===== config.mk =====
export PLATFORM = sky130hd
export DESIGN_NAME = fp_divider_seq
export DESIGN_NICKNAME = d
export VERILOG_FILES = /design/src/rtl/fp_divider_seq_pkg.sv /design/src/rtl/fp_divider_seq_mant_step.sv /design/src/rtl/fp_divider_seq.sv
export SDC_FILE = /design/constraint.sdc
export NUM_CORES = 1
export LEC_CHECK = 0
export CORE_UTILIZATION = 30
export CTS_BUF_LIST = sky130_fd_sc_hd__clkbuf_8
export DETAILED_ROUTE_END_ITERATION = 7
export PLACE_DENSITY = 0.48
export SYNTH_ARGS = -nofsm -noshare
export SYNTH_HDL_FRONTEND = slang
export SYNTH_SLANG_ARGS = --single-unit

===== constraint.sdc =====
create_clock -name clk -period 3.1 [get_ports clk]
set_input_delay 0.31 -clock clk [delete_from_list [all_inputs] [get_ports clk]]
set_output_delay 0.31 -clock clk [all_outputs]
set_load 0.005 [all_outputs]

===== src/rtl/fp_divider_seq_pkg.sv =====
// Shared single-precision FPU definitions: format constants, divider FSM states, packing helpers.
package fp_divider_seq_pkg;

  localparam logic signed [9:0] FP_EXP_BIAS = 10'sd127;
  localparam logic [7:0]        FP_EXP_MAX  = 8'd255;
  localparam int                FP_FRAC_W   = 23;

  localparam logic [31:0] FP_POS_INF = 32'h7F80_0000;
  localparam logic [31:0] FP_ZERO    = 32'h0000_0000;

  typedef enum logic [1:0] {
    IDLE,
    CALC,
    DONE
  } fp_state_e;

  function automatic logic [31:0] fp_inf(input logic sign);
    return {sign, FP_POS_INF[30:0]};
  endfunction

  function automatic logic [31:0] fp_zero(input logic sign);
    return {sign, FP_ZERO[30:0]};
  endfunction

endpackage


===== src/rtl/fp_divider_seq_mant_step.sv =====
// One restoring radix-2 divide step: compare/subtract the divisor, then shift the remainder left.
// Purely combinational; no handshake.
module fp_div_mant_step (
  input  logic [24:0] r,
  input  logic [23:0] mb,
  output logic [24:0] r_next,
  output logic        qbit
);

  logic [23:0] diff;

  // The remainder stays below 2*mb, so after a successful subtract it fits in 24 bits,
  // and when no subtract happens r[24] is already zero.
  always_comb begin
    qbit   = (r >= {1'b0, mb});
    diff   = qbit ? (r[23:0] - mb) : r[23:0];
    r_next = {diff, 1'b0};
  end

endmodule


===== src/rtl/fp_divider_seq.sv =====
// Iterative single-precision divider, truncating, denormals flushed; 26 cycles to out_valid (1 for specials).
// Accepts only in IDLE; the result and flags are held in DONE until out_ready.
module fp_divider_seq
  import fp_divider_seq_pkg::*;
(
  input  logic        clk,
  input  logic        rst_n,
  input  logic        in_valid,
  output logic        in_ready,
  input  logic [31:0] a,
  input  logic [31:0] b,
  output logic        out_valid,
  input  logic        out_ready,
  output logic [31:0] result,
  output logic        div_by_zero,
  output logic        overflow,
  output logic        underflow
);

  fp_state_e         state;
  logic              sign;
  logic [23:0]       mb;
  logic [24:0]       rem;
  logic [24:0]       quo;
  logic [4:0]        count;
  logic signed [9:0] exp_q;

  logic [7:0]        ea;
  logic [7:0]        eb;
  logic              sign_in;
  logic signed [9:0] exp_in;

  logic [24:0]       rem_next;
  logic              qbit;

  logic signed [9:0]     e_norm;
  logic [FP_FRAC_W-1:0]  frac;

  assign ea      = a[30:23];
  assign eb      = b[30:23];
  assign sign_in = a[31] ^ b[31];
  assign exp_in  = $signed({2'b00, ea}) - $signed({2'b00, eb}) + FP_EXP_BIAS;

  fp_div_mant_step u_step (
    .r      (rem),
    .mb     (mb),
    .r_next (rem_next),
    .qbit   (qbit)
  );

  // quo holds ma/mb scaled by 2^24, a value in (0.5, 2)
  always_comb begin
    if (quo[24]) begin
      frac   = quo[23:1];
      e_norm = exp_q;
    end else begin
      frac   = quo[22:0];
      e_norm = exp_q - 10'sd1;
    end
  end

  always_ff @(posedge clk or negedge rst_n) begin
    if (!rst_n) begin
      state       <= IDLE;
      in_ready    <= 1'b1;
      out_valid   <= 1'b0;
      result      <= FP_ZERO;
      div_by_zero <= 1'b0;
      overflow    <= 1'b0;
      underflow   <= 1'b0;
      count       <= 5'd0;
      sign        <= 1'b0;
      mb          <= 24'd0;
      rem         <= 25'd0;
      quo         <= 25'd0;
      exp_q       <= 10'sd0;
    end else begin
      case (state)
        IDLE: begin
          if (in_valid) begin
            in_ready    <= 1'b0;
            div_by_zero <= 1'b0;
            overflow    <= 1'b0;
            underflow   <= 1'b0;
            if (eb == 8'd0) begin
              result      <= fp_inf(sign_in);
              div_by_zero <= 1'b1;
              out_valid   <= 1'b1;
              state       <= DONE;
            end else if (ea == 8'd0) begin
              result    <= fp_zero(sign_in);
              out_valid <= 1'b1;
              state     <= DONE;
            end else if (ea == FP_EXP_MAX || eb == FP_EXP_MAX) begin
              result    <= fp_inf(sign_in);
              overflow  <= 1'b1;
              out_valid <= 1'b1;
              state     <= DONE;
            end else begin
              sign  <= sign_in;
              rem   <= {2'b01, a[22:0]};
              mb    <= {1'b1, b[22:0]};
              quo   <= 25'd0;
              count <= 5'd0;
              exp_q <= exp_in;
              state <= CALC;
            end
          end
        end

        CALC: begin
          if (count == 5'd25) begin
            count     <= 5'd0;
            out_valid <= 1'b1;
            state     <= DONE;
            if (e_norm >= $signed({2'b00, FP_EXP_MAX})) begin
              result   <= fp_inf(sign);
              overflow <= 1'b1;
            end else if (e_norm <= 10'sd0) begin
              result    <= fp_zero(sign);
              underflow <= 1'b1;
            end else begin
              result <= {sign, e_norm[7:0], frac};
            end
          end else begin
            rem   <= rem_next;
            quo   <= {quo[23:0], qbit};
            count <= count + 5'd1;
          end
        end

        DONE: begin
          if (out_ready) begin
            out_valid <= 1'b0;
            in_ready  <= 1'b1;
            state     <= IDLE;
          end
        end

        default: begin
          state     <= IDLE;
          in_ready  <= 1'b1;
          out_valid <= 1'b0;
        end
      endcase
    end
  end

endmodule


# Word-level counts from Yosys, hierarchy flattened
# Index checks and enable logic that the tools add are counted.
word_totals:
  ff_bits: 129
  inputBits: 68
  output_inout_bits: 37
  word_cells: 115
op_classes:
  add_sub_neg: 5
  order_cmp: 3
  eq_ne: 16
  muxes: 58
  bitwise_logic: 5
  reduce_logical: 15
op_table:
  columns: ["cell", "count"]
  rows:
  - ["two-way mux 25 bit", 10]
  - ["two-way mux 32 bit", 5]
  - ["case mux 25 bit (2 select lines)", 2]
  - ["case mux 32 bit (2 select lines)", 1]
  - ["two-way mux 31 bit", 2]
  - ["greater-or-equal comparator 25 x 24 -> 1 bit", 1]
  - ["two-way mux 5 bit", 5]
  - ["two-way mux 24 bit", 1]
  - ["subtractor 24 bit", 1]
  - ["two-way mux 23 bit", 1]
  - ["inequality test 2 bit (second input constant)", 10]
  - ["two-way mux 1 bit", 18]
  - ["== test 8 bit (second input constant)", 2]
  - ["zero test 8 bit", 2]
  - ["AND reduction 5 bit", 3]
  - ["two-way mux 2 bit", 6]
  - ["AND reduction 4 bit", 3]
  - ["adder 9 x 8 -> 10 bit (second input constant)", 1]
  - ["greater-or-equal comparator 10 x 9 -> 1 bit (second input constant)", 1]
  - ["less-or-equal comparator 10 x 1 -> 1 bit (second input constant)", 1]
  - ["two-way mux 10 bit", 1]
  - ["case mux 5 bit (2 select lines)", 1]
  - ["subtractor 10 x 2 -> 10 bit (second input constant)", 1]
  - ["subtractor 8 x 8 -> 9 bit", 1]
  - ["other kinds (16)", 22]

# Depth between registers and ports, before layout
# Gate-level depths: netlist (run 1).
depth:
  ltp_word: 7
  mapped_depth: 13

# By module
# From an unflattened synthesis (run 1), not the netlist that was laid out.
unflattened:
  cells_unflattened: 890
  hier_area_um2: 8348.0
modules_own_cells:
  columns: ["mod", "instances", "cells_per_inst", "area_per_inst_um2"]
  rows:
  - ["fp_divider_seq", 1, 611, 6607.6]
  - ["fp_div_mant_step", 1, 279, 1740.4]

# Worst setup path before layout (run 1)
# Ideal clock, no wire load.
synth_timing:
  path_type: "flip-flop to flip-flop"
  startpoint: "reg rem[7]"
  endpoint: "reg rem[4]"
  arrival_time_ns: 2.731
  required_time_ns: 2.962
  slack_ns: 0.231
  path_stages_with_launch: 11
  n_path_buf: 2
  cell_sequence: "dfrtp_1 > ha_1 > a21oi_1 > nand2_1 > a221o_1 > o31ai_1 > nor4b_1 > buf_2 > buf_2 > mux2i_1 > o211ai_1"
synth_between:
  elab_chain_len: 4
synth_rtl:
  columns: ["element", "line_no", "rtl"]
  rows:
  - ["from (decl)", "fp_divider_seq.sv:23", "logic [24:0] rem;"]
  - ["from (signal assigned)", "fp_divider_seq.sv:101", "rem <= {2'b01, a[22:0]};"]
  - ["from (signal assigned)", "fp_divider_seq.sv:126", "rem <= rem_next;"]
  - ["greater-or-equal comparator 25 x 24 -> 1 bit", "fp_divider_seq_mant_step.sv:15", "qbit = (r >= {1'b0, mb});"]
  - ["two-way mux 24 bit", "fp_divider_seq_mant_step.sv:16", "diff = qbit ? (r[23:0] - mb) : r[23:0];"]
  - ["two-way mux 25 bit", "fp_divider_seq.sv:112", "if (count == 5'd25) begin"]
  - ["case mux 25 bit (2 select lines)", "fp_divider_seq.sv:78", "case (state)"]
# Every way passes these cells. The select of a mux whose other input is x is not followed.
# A chain may end at the register's enable or synchronous reset.

# Worst setup path in the final report (run 1)
layout_timing:
  startpoint: "reg exp_q[1]"
  endpoint: "reg underflow"
layout_between:
  elab_chain_len: 5
  word_cells_on_any_way: 7
  cone_classes: "add/sub: 1; order compare: 2; eq/ne: 2; mux: 1; reduce/logical: 1"
layout_rtl:
  columns: ["element", "line_no", "rtl"]
  rows:
  - ["from (decl)", "fp_divider_seq.sv:26", "logic signed [9:0] exp_q;"]
  - ["from (signal assigned)", "fp_divider_seq.sv:105", "exp_q <= exp_in;"]
  - ["subtractor 10 x 2 -> 10 bit", "fp_divider_seq.sv:58", "e_norm = exp_q - 10'sd1;"]
  - ["two-way mux 10 bit (*)", "fp_divider_seq.sv:53", "if (quo[24]) begin"]
  - ["less-or-equal comparator 10 x 1 -> 1 bit or greater-or-equal comparator 10 x 9 -> 1 bit (tied branches)", "fp_divider_seq.sv:119, fp_divider_seq.sv:116", null]
  - ["inequality test 2 bit (no source line)", null, null]
  - ["AND reduction 5 bit (no source line) (*)", null, null]
  - ["to (signal assigned)", "fp_divider_seq.sv:70", "underflow <= 1'b0;"]
  - ["to (signal assigned)", "fp_divider_seq.sv:84", "underflow <= 1'b0;"]
  - ["to (signal assigned)", "fp_divider_seq.sv:121", "underflow <= 1'b1;"]
  - ["to (decl)", "fp_divider_seq.sv:17", "output logic underflow"]
# Every way passes the cells marked *; elsewhere a longest branch is shown, timed or not.

==> results of run 1 <==
[final timing paths]
path | start | end | slack (ns) | cells after the start
min in group clk | b[8] | mb[8] | 0.40 | 3
max in group asynchronous | rst_n | in_ready | 1.97 | 3
hold reg to reg | mb[23] | mb[23] | 0.46 | 2
setup / recovery | exp_q[1] | underflow | 0.14 | 8
hold / removal | rst_n | mb[5] | 0.38 | 2
setup reg to reg | exp_q[1] | underflow | 0.14 | 8
[per-stage QoR]
step	setup slack [ns]	total power [mW]	area (um2)	hold slack (ns)
2_1_floorplan	0.231	8.07	7890	0.0144
3_3_place_gp	0.125	10.2	9410	0.344
3_5_place_dp	0.126	10.2	9410	0.347
4_1_cts	0.0706	11.8	9820	0.374
5_1_grt	0.00746	12.9	9860	0.395
6_report	0.136	11.7	9860	0.382
[cells by family after synthesis]
family,Yosys count,share of synthesized area
adders and majority gates,38,0.0622
AOI/OAI and AO/OA,249,0.204
and+or+nand+nor,335,0.194
buffers and inverters,95,0.0500
xor gates and xnor gates,40,0.0444
DFF,129,0.410
muxes,28,0.0357
[per-layer routing]
metal | wire length, um | up-vias
met5 | 0 | -
met4 | 312 | 0
met3 | 605 | 25
met2 | 9900 | 102
met1 | 9990 | 3109
li1 | - | 3416
[report_power, final]
group | switching (mW) | internal (mW) | total, mW
sequential | 0.572 | 2.45 | 3.02
combinational | 4.07 | 3.16 | 7.23
clock | 0.822 | 0.678 | 1.50
[timing repair]
item	CTS	global route
endpoints found under the hold margin	60	0
setup buffers	0	1
hold buffers	1	0
gates resized for setup	0	3
setup endpoints to repair	0	7
[registers in the layout, indices dropped and copies added, names as in the netlist, 2 cells and up]
| name | count |
|---|---|
| mb | 24 |
| quo | 25 |
| count | 5 |
| rem | 25 |
| exp_q | 10 |
| state | 2 |
| result | 32 |
[synthesized netlist by cell type (3+ instances only)]
cell type	count
sky130_fd_sc_hd__nor2b_1	10
sky130_fd_sc_hd__buf_2	5
sky130_fd_sc_hd__nand2_1	165
sky130_fd_sc_hd__buf_6	3
sky130_fd_sc_hd__o31a_1	3
sky130_fd_sc_hd__buf_1	3
sky130_fd_sc_hd__mux2i_1	27
sky130_fd_sc_hd__nand4_1	9
sky130_fd_sc_hd__o21ai_0	86
sky130_fd_sc_hd__nand2b_1	7
sky130_fd_sc_hd__nor4_1	8
sky130_fd_sc_hd__clkbuf_1	35
sky130_fd_sc_hd__a21o_1	3
sky130_fd_sc_hd__or3_1	3
sky130_fd_sc_hd__o21a_1	10
sky130_fd_sc_hd__a21oi_1	47
sky130_fd_sc_hd__xor2_1	21
sky130_fd_sc_hd__dfrtp_1	128
sky130_fd_sc_hd__nor2_1	65
sky130_fd_sc_hd__and3_1	5
sky130_fd_sc_hd__a31oi_1	5
sky130_fd_sc_hd__o211ai_1	13
sky130_fd_sc_hd__inv_1	46
sky130_fd_sc_hd__o21bai_1	5
sky130_fd_sc_hd__a41oi_1	3
sky130_fd_sc_hd__nor4b_1	3
sky130_fd_sc_hd__o21ai_1	8
sky130_fd_sc_hd__ha_1	36
sky130_fd_sc_hd__and2_1	3
sky130_fd_sc_hd__o21ai_2	21
sky130_fd_sc_hd__o31ai_1	4
sky130_fd_sc_hd__nor3_1	27
sky130_fd_sc_hd__a211oi_1	13
sky130_fd_sc_hd__nand3_1	14
sky130_fd_sc_hd__xnor2_1	19
sky130_fd_sc_hd__a21boi_0	4
[layout make-up]
| cell class | count | area (um2) |
|---|---|---|
| clock buffer | 17 | 234 |
| clock inverter | 15 | 163 |
| fill | 2661 | 15600 |
| inverter | 46 | 173 |
| multi-input combinational | 690 | 4320 |
| sequential | 129 | 3230 |
| tap | 330 | 413 |
| timing repair buffer | 135 | 1330 |
==> impl_results.rst, run 1 <==
.. list-table::
   :header-rows: 1

   * - Metric
     - Value
   * - Post-route fraction of the period consumed by the critical path
     - 0.956
   * - Clk_lat worst skew
     - 0.46 ns
   * - Final net count
     - 1125
   * - Syn Nets
     - 1020
   * - Layout cell share with drive strength beyond 1
     - 0.0998
   * - Synth Cell Area
     - between 7000 and 8000 um2
   * - Post-synth top area share
     - 0.406
   * - Maximum ir drop on the vdd rail
     - 0.388 mV
   * - Avg Synthesized Cell Area
     - around 8.6 um2
   * - Initial DRT Pass Iterations
     - 4
   * - Pleak
     - about 4 nW
   * - Maximum root-to-sink buffer count
     - 2
   * - Relative slew slack
     - 0.516
   * - Average vias per placed instance
     - 4.88
   * - Seq/Total Area, Yosys
     - 0.410
   * - Number of vias after detailed routing
     - 6652
   * - Most frequent cells in the layout
     - sky130_fd_sc_hd__nand2_1, sky130_fd_sc_hd__dfrtp_1, sky130_fd_sc_hd__clkdlybuf4s50_1
   * - Die footprint
     - 26900 um2
   * - Die Y
     - between 150 and 200 um
   * - Htree depth
     - 4
   * - Synthesized instance count
     - 914
   * - Total wire length
     - approximately 21 mm
   * - Yosys warning count
     - 0
   * - Maximum single-stage delay on the critical path
     - around 0.56 ns
   * - Post-synthesis cell type with the largest combined area
     - sky130_fd_sc_hd__dfrtp_1
   * - Worst-case clock skew
     - 0.0151 ns
   * - Final hold violations
     - 0
   * - Total of buffers placed on input and output ports
     - 104
   * - CP Buf/Inv Count
     - 0
   * - Core Rows
     - 58
   * - Clock Tree Root
     - sky130_fd_sc_hd__clkbuf_8
   * - Clock buffer count from CTS
     - 17
   * - Busiest metal layer after global routing
     - met2
   * - Data required time at the worst endpoint
     - 3.44 ns
   * - Setup repair after global routing missed its margin
     - false
   * - Final routed wire length divided by cell count
     - 15.3 um
   * - Drt drc
     - 0
   * - Utilization of the core after routing
     - 0.387
   * - Instance count after placement with tap cells included
     - 1327
   * - HPWL after detailed placement
     - 15.2 mm
   * - Asr flop ratio synth
     - 1.00
   * - Via count of the first global-routing pass
     - 6724
   * - Crit path capture type
     - flop
   * - Met2 routing resource usage after global routing
     - 0.280
   * - Most common cell after layout, fill and taps aside
     - sky130_fd_sc_hd__nand2_1
   * - Setup Viol. Count Final
     - 0
   * - Core area
     - around 25000 um2
   * - Inserted Diodes
     - 0
   * - Non-filler instance count after layout
     - 1362
   * - Power per cell area
     - around 1200 nW/um2
   * - Detailed router's first-iteration violation count
     - 230
   * - Met3 GRT Util
     - 0.0273
   * - Congestion Overflow GR
     - 0
   * - Most used flip-flop cell after synthesis
     - sky130_fd_sc_hd__dfrtp_1
   * - Clock tree sinks
     - around 130
   * - Number of distinct library cells after synthesis
     - 70
   * - First-pass GRT wire length
     - 34.9 mm
   * - Worst path top cell family by delay
     - simple AND/OR/NAND/NOR gates
   * - Maximum number of pins on one net before global-route repair
     - between 60 and 70
   * - TNS Setup
     - 0 ns
   * - Pin slew with the least headroom to its limit
     - 0.725 ns
   * - Number of top-level design ports
     - 105
   * - List of cells traversed by the critical path
     - or4_4 > or4_4 > or4_1 > xor2_1 > and2_0 > o21a_1 > nor2_1 > o21a_1
   * - Achievable frequency
     - 337 MHz
   * - Relative area change from synthesis to final layout
     - 25.1%
   * - Worst min-delay path category
     - in2async
   * - Die Wd
     - 164 um
   * - Starting utilization of the core area
     - 0.310
   * - Final critical delay including setup and external delays
     - around 3.0 ns
   * - Clock Pin Slew Worst Setup and Hold Paths
     - 0.09 ns
   * - Number of synthesized flops with an enable pin
     - 0
   * - Dominant cells by area after synthesis
     - sky130_fd_sc_hd__dfrtp_1, sky130_fd_sc_hd__nand2_1, sky130_fd_sc_hd__ha_1
   * - Gpl congestion
     - 0.838
   * - CTS tree
     - yes
   * - Number of maximum-capacitance constraint violations
     - 0
   * - Detail Route Antenna Nets
     - 0
   * - Cell with the biggest individual delay on the critical path
     - sky130_fd_sc_hd__or4_4
   * - Worst setup SP type
     - flop
   * - Synth Register Bits
     - 129
   * - Met1 track demand over resource
     - 0.214
   * - Highest fanout seen on the critical path
     - 5
   * - Global-route usage over all layers
     - 0.165
   * - Number of antenna violations at the first check in global routing
     - 0
   * - Status
     - finished clean
   * - Endpoint arrival time on the critical path
     - 3.30 ns
   * - Final Max Slew Viols
     - 0
   * - Startpoint-to-endpoint class of the critical path
     - reg2reg
(Power assumes the default switching activity.)
==> inputs of run 2 (changes only) <==
--- a/config.mk
+++ b/config.mk
@@ -9,6 +9,7 @@
 export CTS_BUF_LIST = sky130_fd_sc_hd__clkbuf_8
 export DETAILED_ROUTE_END_ITERATION = 7
 export PLACE_DENSITY = 0.48
+export SKIP_LAST_GASP = 1
 export SYNTH_ARGS = -nofsm -noshare
 export SYNTH_HDL_FRONTEND = slang
 export SYNTH_SLANG_ARGS = --single-unit
==> results of run 2 <==
Final layout, timing and power as in run 1 (identical DEF).
